$ cat src/rtl/seq_adder_nbits.sv
// ---------------------------------------------------------------------------
// seq_adder_nbits
//
// Multi-cycle ripple adder/subtractor. A WIDTH-bit operand pair is processed
// one CHUNK-bit slice per clock (LSB slice first). The carry between slices
// is held in a register, so the longest combinational carry chain is only
// CHUNK bits regardless of WIDTH.
//
// Subtract mode computes a - b - ci (6502-style borrow): the adder is fed
// ~b and ~ci, so co=1 in subtract mode means "no borrow".
//
// Ports:
//   clk    in   rising-edge clock
//   rst    in   synchronous active-high reset
//   start  in   request; sampled only in IDLE
//   sub    in   0 = add, 1 = subtract; latched with the operands
//   a, b   in   WIDTH-bit operands; latched when start is accepted
//   ci     in   carry-in (add) / borrow-in (sub); latched with the operands
//   busy   out  high while slices are being processed (RUN)
//   done   out  one-cycle pulse; s/co/ov valid
//   s      out  WIDTH-bit sum/difference
//   co     out  carry-out of the MSB slice
//   ov     out  two's-complement overflow
//
// Timing: accept edge E0, slices computed at edges E1..EN (N = WIDTH/CHUNK),
// done high in the cycle after EN. One operation per N+2 cycles.
// s/co/ov only change on entry to DONE (or on reset).
// ---------------------------------------------------------------------------

// One CHUNK-bit ripple slice: {c_o, s_o} = a_i + b_i + c_i.
module seq_adder_slice #(
    parameter int CHUNK = 4
) (
    input  logic [CHUNK-1:0] a_i,
    input  logic [CHUNK-1:0] b_i,
    input  logic             c_i,
    output logic [CHUNK-1:0] s_o,
    output logic             c_o
);
    logic [CHUNK:0] sum;

    assign sum        = {1'b0, a_i} + {1'b0, b_i} + {{CHUNK{1'b0}}, c_i};
    assign {c_o, s_o} = sum;
endmodule

module seq_adder_nbits #(
    parameter int WIDTH = 16,
    parameter int CHUNK = 4
) (
    input  logic             clk,
    input  logic             rst,
    input  logic             start,
    input  logic             sub,
    input  logic [WIDTH-1:0] a,
    input  logic [WIDTH-1:0] b,
    input  logic             ci,
    output logic             busy,
    output logic             done,
    output logic [WIDTH-1:0] s,
    output logic             co,
    output logic             ov
);
    localparam int N    = WIDTH / CHUNK;
    localparam int IDXW = (N > 1) ? $clog2(N) : 1;
    localparam logic [IDXW-1:0] LAST = IDXW'(N - 1);

    // Elaboration-time parameter sanity checks.
    if (CHUNK < 1) begin : g_chk_chunk
        $error("seq_adder_nbits: CHUNK must be >= 1");
    end
    if (WIDTH < 2 || (WIDTH % CHUNK) != 0) begin : g_chk_width
        $error("seq_adder_nbits: WIDTH must be >= 2 and a multiple of CHUNK");
    end

    typedef enum logic [1:0] {
        IDLE = 2'd0,
        RUN  = 2'd1,
        DONE = 2'd2
    } state_t;

    state_t            state_q, state_d;
    logic [IDXW-1:0]   idx_q,   idx_d;
    logic              carry_q, carry_d;
    logic [WIDTH-1:0]  a_q,     a_d;
    logic [WIDTH-1:0]  bx_q,    bx_d;     // effective B' (b or ~b)
    logic [WIDTH-1:0]  acc_q,   acc_d;
    logic [WIDTH-1:0]  s_q,     s_d;
    logic              co_q,    co_d;
    logic              ov_q,    ov_d;

    // Current slice operands, selected by the slice index.
    int                base;
    logic [CHUNK-1:0]  sl_a;
    logic [CHUNK-1:0]  sl_b;
    logic [CHUNK-1:0]  sl_sum;
    logic              sl_co;

    always_comb begin
        base = int'(idx_q) * CHUNK;
        sl_a = a_q[base +: CHUNK];
        sl_b = bx_q[base +: CHUNK];
    end

    seq_adder_slice #(.CHUNK(CHUNK)) u_slice (
        .a_i (sl_a),
        .b_i (sl_b),
        .c_i (carry_q),
        .s_o (sl_sum),
        .c_o (sl_co)
    );

    // Next-state / datapath
    always_comb begin
        state_d = state_q;
        idx_d   = idx_q;
        carry_d = carry_q;
        a_d     = a_q;
        bx_d    = bx_q;
        acc_d   = acc_q;
        s_d     = s_q;
        co_d    = co_q;
        ov_d    = ov_q;

        unique case (state_q)
            IDLE: begin
                if (start) begin
                    a_d     = a;
                    // Subtraction is a + ~b + ~ci, giving a - b - ci.
                    bx_d    = sub ? ~b  : b;
                    carry_d = sub ? ~ci : ci;
                    idx_d   = '0;
                    acc_d   = '0;
                    state_d = RUN;
                end
            end
            RUN: begin
                acc_d[base +: CHUNK] = sl_sum;
                carry_d              = sl_co;
                if (idx_q == LAST) begin
                    // acc_d already holds the final slice here.
                    s_d     = acc_d;
                    co_d    = sl_co;
                    ov_d    = (a_q[WIDTH-1] == bx_q[WIDTH-1]) &&
                              (acc_d[WIDTH-1] != a_q[WIDTH-1]);
                    state_d = DONE;
                end else begin
                    idx_d = idx_q + 1'b1;
                end
            end
            DONE: begin
                state_d = IDLE;
            end
            default: begin
                state_d = IDLE;
            end
        endcase
    end

    always_ff @(posedge clk) begin
        if (rst) begin
            state_q <= IDLE;
            idx_q   <= '0;
            carry_q <= 1'b0;
            a_q     <= '0;
            bx_q    <= '0;
            acc_q   <= '0;
            s_q     <= '0;
            co_q    <= 1'b0;
            ov_q    <= 1'b0;
        end else begin
            state_q <= state_d;
            idx_q   <= idx_d;
            carry_q <= carry_d;
            a_q     <= a_d;
            bx_q    <= bx_d;
            acc_q   <= acc_d;
            s_q     <= s_d;
            co_q    <= co_d;
            ov_q    <= ov_d;
        end
    end

    assign busy = (state_q == RUN);
    assign done = (state_q == DONE);
    assign s    = s_q;
    assign co   = co_q;
    assign ov   = ov_q;
endmodule

$ cat config.mk
export PLATFORM = sky130hd
export DESIGN_NAME = seq_adder_nbits
export DESIGN_NICKNAME = d
export VERILOG_FILES = /design/src/rtl/seq_adder_nbits.sv
export SDC_FILE = /design/constraint.sdc
export NUM_CORES = 1
export LEC_CHECK = 0
export CAP_MARGIN = 25
export CORE_MARGIN = 2
export CORE_UTILIZATION = 25
export CTS_CLUSTER_SIZE = 28
export DETAILED_ROUTE_END_ITERATION = 6
export SETUP_SLACK_MARGIN = 0.02
export SLEW_MARGIN = 40
export SYNTH_ARGS = -nofsm -noshare
export SYNTH_HDL_FRONTEND = slang
export SYNTH_HIERARCHICAL = 1
export SYNTH_SLANG_ARGS = --single-unit
$ cat constraint.sdc
create_clock -name clk -period 8.05 [get_ports clk]
set_input_delay 1.61 -clock clk [delete_from_list [all_inputs] [get_ports clk]]
set_output_delay 1.61 -clock clk [all_outputs]
set_load 0.02 [all_outputs]
==> impl_metrics.json <==
{
  "postCtsSetupRepairBufs": 0,
  "first_iter_violations": 136,
  "grt_pass1_vias": 2692,
  "gp_congestion": 0.851,
  "synth-seq-area-share_pct": 41.4,
  "grt_pass1_wl_um": 13200,
  "drv_slew": 0,
  "antenna_found_initial": 0,
  "crit_type": "reg -> out",
  "hold_path_class": "reg -> reg",
  "grt_max_degree": 68,
  "io_buffers": 56,
  "ant_nets": 0,
  "setup-tns-final_ns": 0,
  "gr-total-overflow": 0,
  "synth_edf_count": 0,
  "vias": 2743,
  "p_leak_nw": 1.51,
  "cts_made_buffers": 9,
  "cts_resized": 0,
  "stdcell_area_um2": 4400,
  "ys_warn_count": 6,
  "start_util_pct": 25.7,
  "dieArea_um2": 14700,
  "avgSynthCellArea_um2": 9.64,
  "fin_nets": 446,
  "diodes": 0,
  "required_ns": 6.44,
  "ir_worst_vdd_uv": 101,
  "rr_worst_depth": 9,
  "synth_cell_types": 48,
  "finClkSkew_ns": 0.00586,
  "fin_crit_sh_pct": 44.5,
  "worstMarginPinSlew_ns": 0.765,
  "placed_cell_area_um2": 4110,
  "path_max_fanout": 13,
  "drv_cap": 0,
  "viasPerCell": 4.74,
  "cts_max_level": 3,
  "cp-end-kind": "output pin",
  "setup_violations": 0,
  "hold_viol_final": 0,
  "async_flop_share_pct": 0,
  "cts.sinks": 71,
  "syn_inst": 356,
  "p_per_area_nw_per_um2": 205,
  "root_buffer": "clkbuf_16",
  "insertion_delay_ns": 0.33,
  "startpoint_type": "flip-flop",
  "track_usage_pct": 11.4,
  "drcViolationCount": 0,
  "clk_pin_slew_worst_paths_ns": 0.05,
  "wl_per_cell_um": 13.8,
  "num-fill-cells": 1395,
  "hold_depth": 2,
  "coreArea_um2": 13300,
  "cts_tree": "yes",
  "rows": 42,
  "drtPass1Iterations": 4,
  "routed_wirelength_um": 7990,
  "ys_ff_latch": 71,
  "synth_ff_type": "dfxtp_1",
  "area_delta_synth_final_pct": 28.2,
  "synth_fp_nets": 404,
  "relSlewSlack_pct": 48.6,
  "placedCellCount": 563,
  "fmax_ghz": 0.279,
  "die_h_um": 121,
  "status": "finished, final reports clean",
  "fin_cells": 579,
  "clock_path_buffers": 2,
  "hpwlAfterDp_um": 5680,
  "syn_area_um2": 3430,
  "min_period_ns": 3.58,
  "holdBufCountCts": 0,
  "ios": 57,
  "rsz0062_at_grt": "no",
  "crit_arrival_ns": 1.97,
  "die_width_um": 121,
  "drive_gt1_share_pct": 8.93
}
==> synth_stat cells (all sizes together), types with 3 or more instances <==
cell type / instances / area, um^2
inv: 13 / 48.8
a32o: 11 / 110
mux4: 8 / 180
nand3b: 3 / 22.5
nand2b: 9 / 56.3
a221o: 6 / 60.1
a31oi: 3 / 18.8
dfxtp: 71 / 1420
o32ai: 5 / 43.8
a211oi: 23 / 173
nor2b: 12 / 75.1
nor3b: 10 / 85.1
clkbuf: 11 / 41.3
a21oi: 23 / 119
mux2i: 3 / 30.0
a311oi: 4 / 35.0
nor2: 31 / 116
buf: 17 / 96.3
xnor2: 18 / 158
nand2: 32 / 120
nand4: 4 / 25.0
mux2: 3 / 33.8
ha: 9 / 113
==> metal layers <==
layer	up-vias	share of wire, %	GRT usage [%]
li1	1374	-	-
met1	1287	47	14.6
met2	72	46	18.4
met3	10	5.9	3.48
met4	0	1.2	3.66
met5	-	0	0
==> worst max-delay path, stage by stage (launching register included) <==
cell and delay [ns]:
dfxtp_1 0.63, nor2b_1 0.33, clkdlybuf4s50_1 0.67
==> path summary, 6_finish.rpt <==
kind              startpoint     end  slack, ns
setup / recovery  state_q[0]    busy       4.47
hold / removal        a_q[7]  a_q[7]       0.45
setup reg to reg    idx_q[0]      ov       4.89
hold reg to reg       a_q[7]  a_q[7]       0.45
==> cells in the final DEF, fill, tap and decap left out, types with 9 or more instances in the layout <==
cell             netlist  layout
ha_1                   9       9
dfxtp_1               71      71
a21oi_1               22      22
clkbuf_16              0       9
nor2b_1               12      12
inv_1                 11      11
xnor2_1               18      18
a211oi_1              23      23
clkdlybuf4s50_1        0      54
a32o_1                11      11
nand2b_1               9       9
nand2_1               32      32
nor2_1                31      31
==> logic make-up (layout without fill, tap and decap cells) <==
family,after synthesis,in the layout,synth area share [%]
xor gates and xnor gates,19,19,4.85
and+or+nand+nor,117,117,18.6
DFF,71,71,41.4
AOI/OAI and AO/OA,83,83,18.1
adders and majority gates,11,11,4.45
buffers and inverters,41,88,5.43
muxes,14,14,7.11
==> layout make-up <==
cell class / count / area [um^2] / area share, %
Timing Repair Buffer: 59 / 573 / 13.0
Sequential cell: 71 / 1420 / 32.3
Inverter: 13 / 48.8 / 1.11
Multi-Input combinational cell: 244 / 1840 / 41.9
Clock buffer: 13 / 250 / 5.69
Tap cell: 176 / 220 / 5.01
Clock inverter: 3 / 42.5 / 0.967
==> where the power goes <==
group | total [mW] | internal (mW) | switching, mW
registers | 0.377 | 0.367 | 0.0101
logic | 0.132 | 0.0585 | 0.0738
clock network | 0.390 | 0.248 | 0.143
total | 0.900 | 0.673 | 0.227
==> per-stage QoR <==
step	utilization (%)	total power, mW	hold slack, ns	setup WS (ns)
5_1_grt	33.0	0.935	0.480	4.37
2_1_floorplan	-	0.471	0.433	5.05
6_report	33.0	0.900	0.451	4.47
3_3_place_gp	30.7	0.515	0.442	4.44
3_5_place_dp	30.8	0.517	0.448	4.64
4_1_cts	33.0	0.907	0.455	4.46
==> state kept, by name, summed over array words and instances (netlist names) <==
signal / cells
a_q: 16
acc_q: 16
bx_q: 16
carry_q: 1
co: 1
idx_q: 2
ov: 1
s: 16
state_q: 2
(Power assumes the default switching activity.)
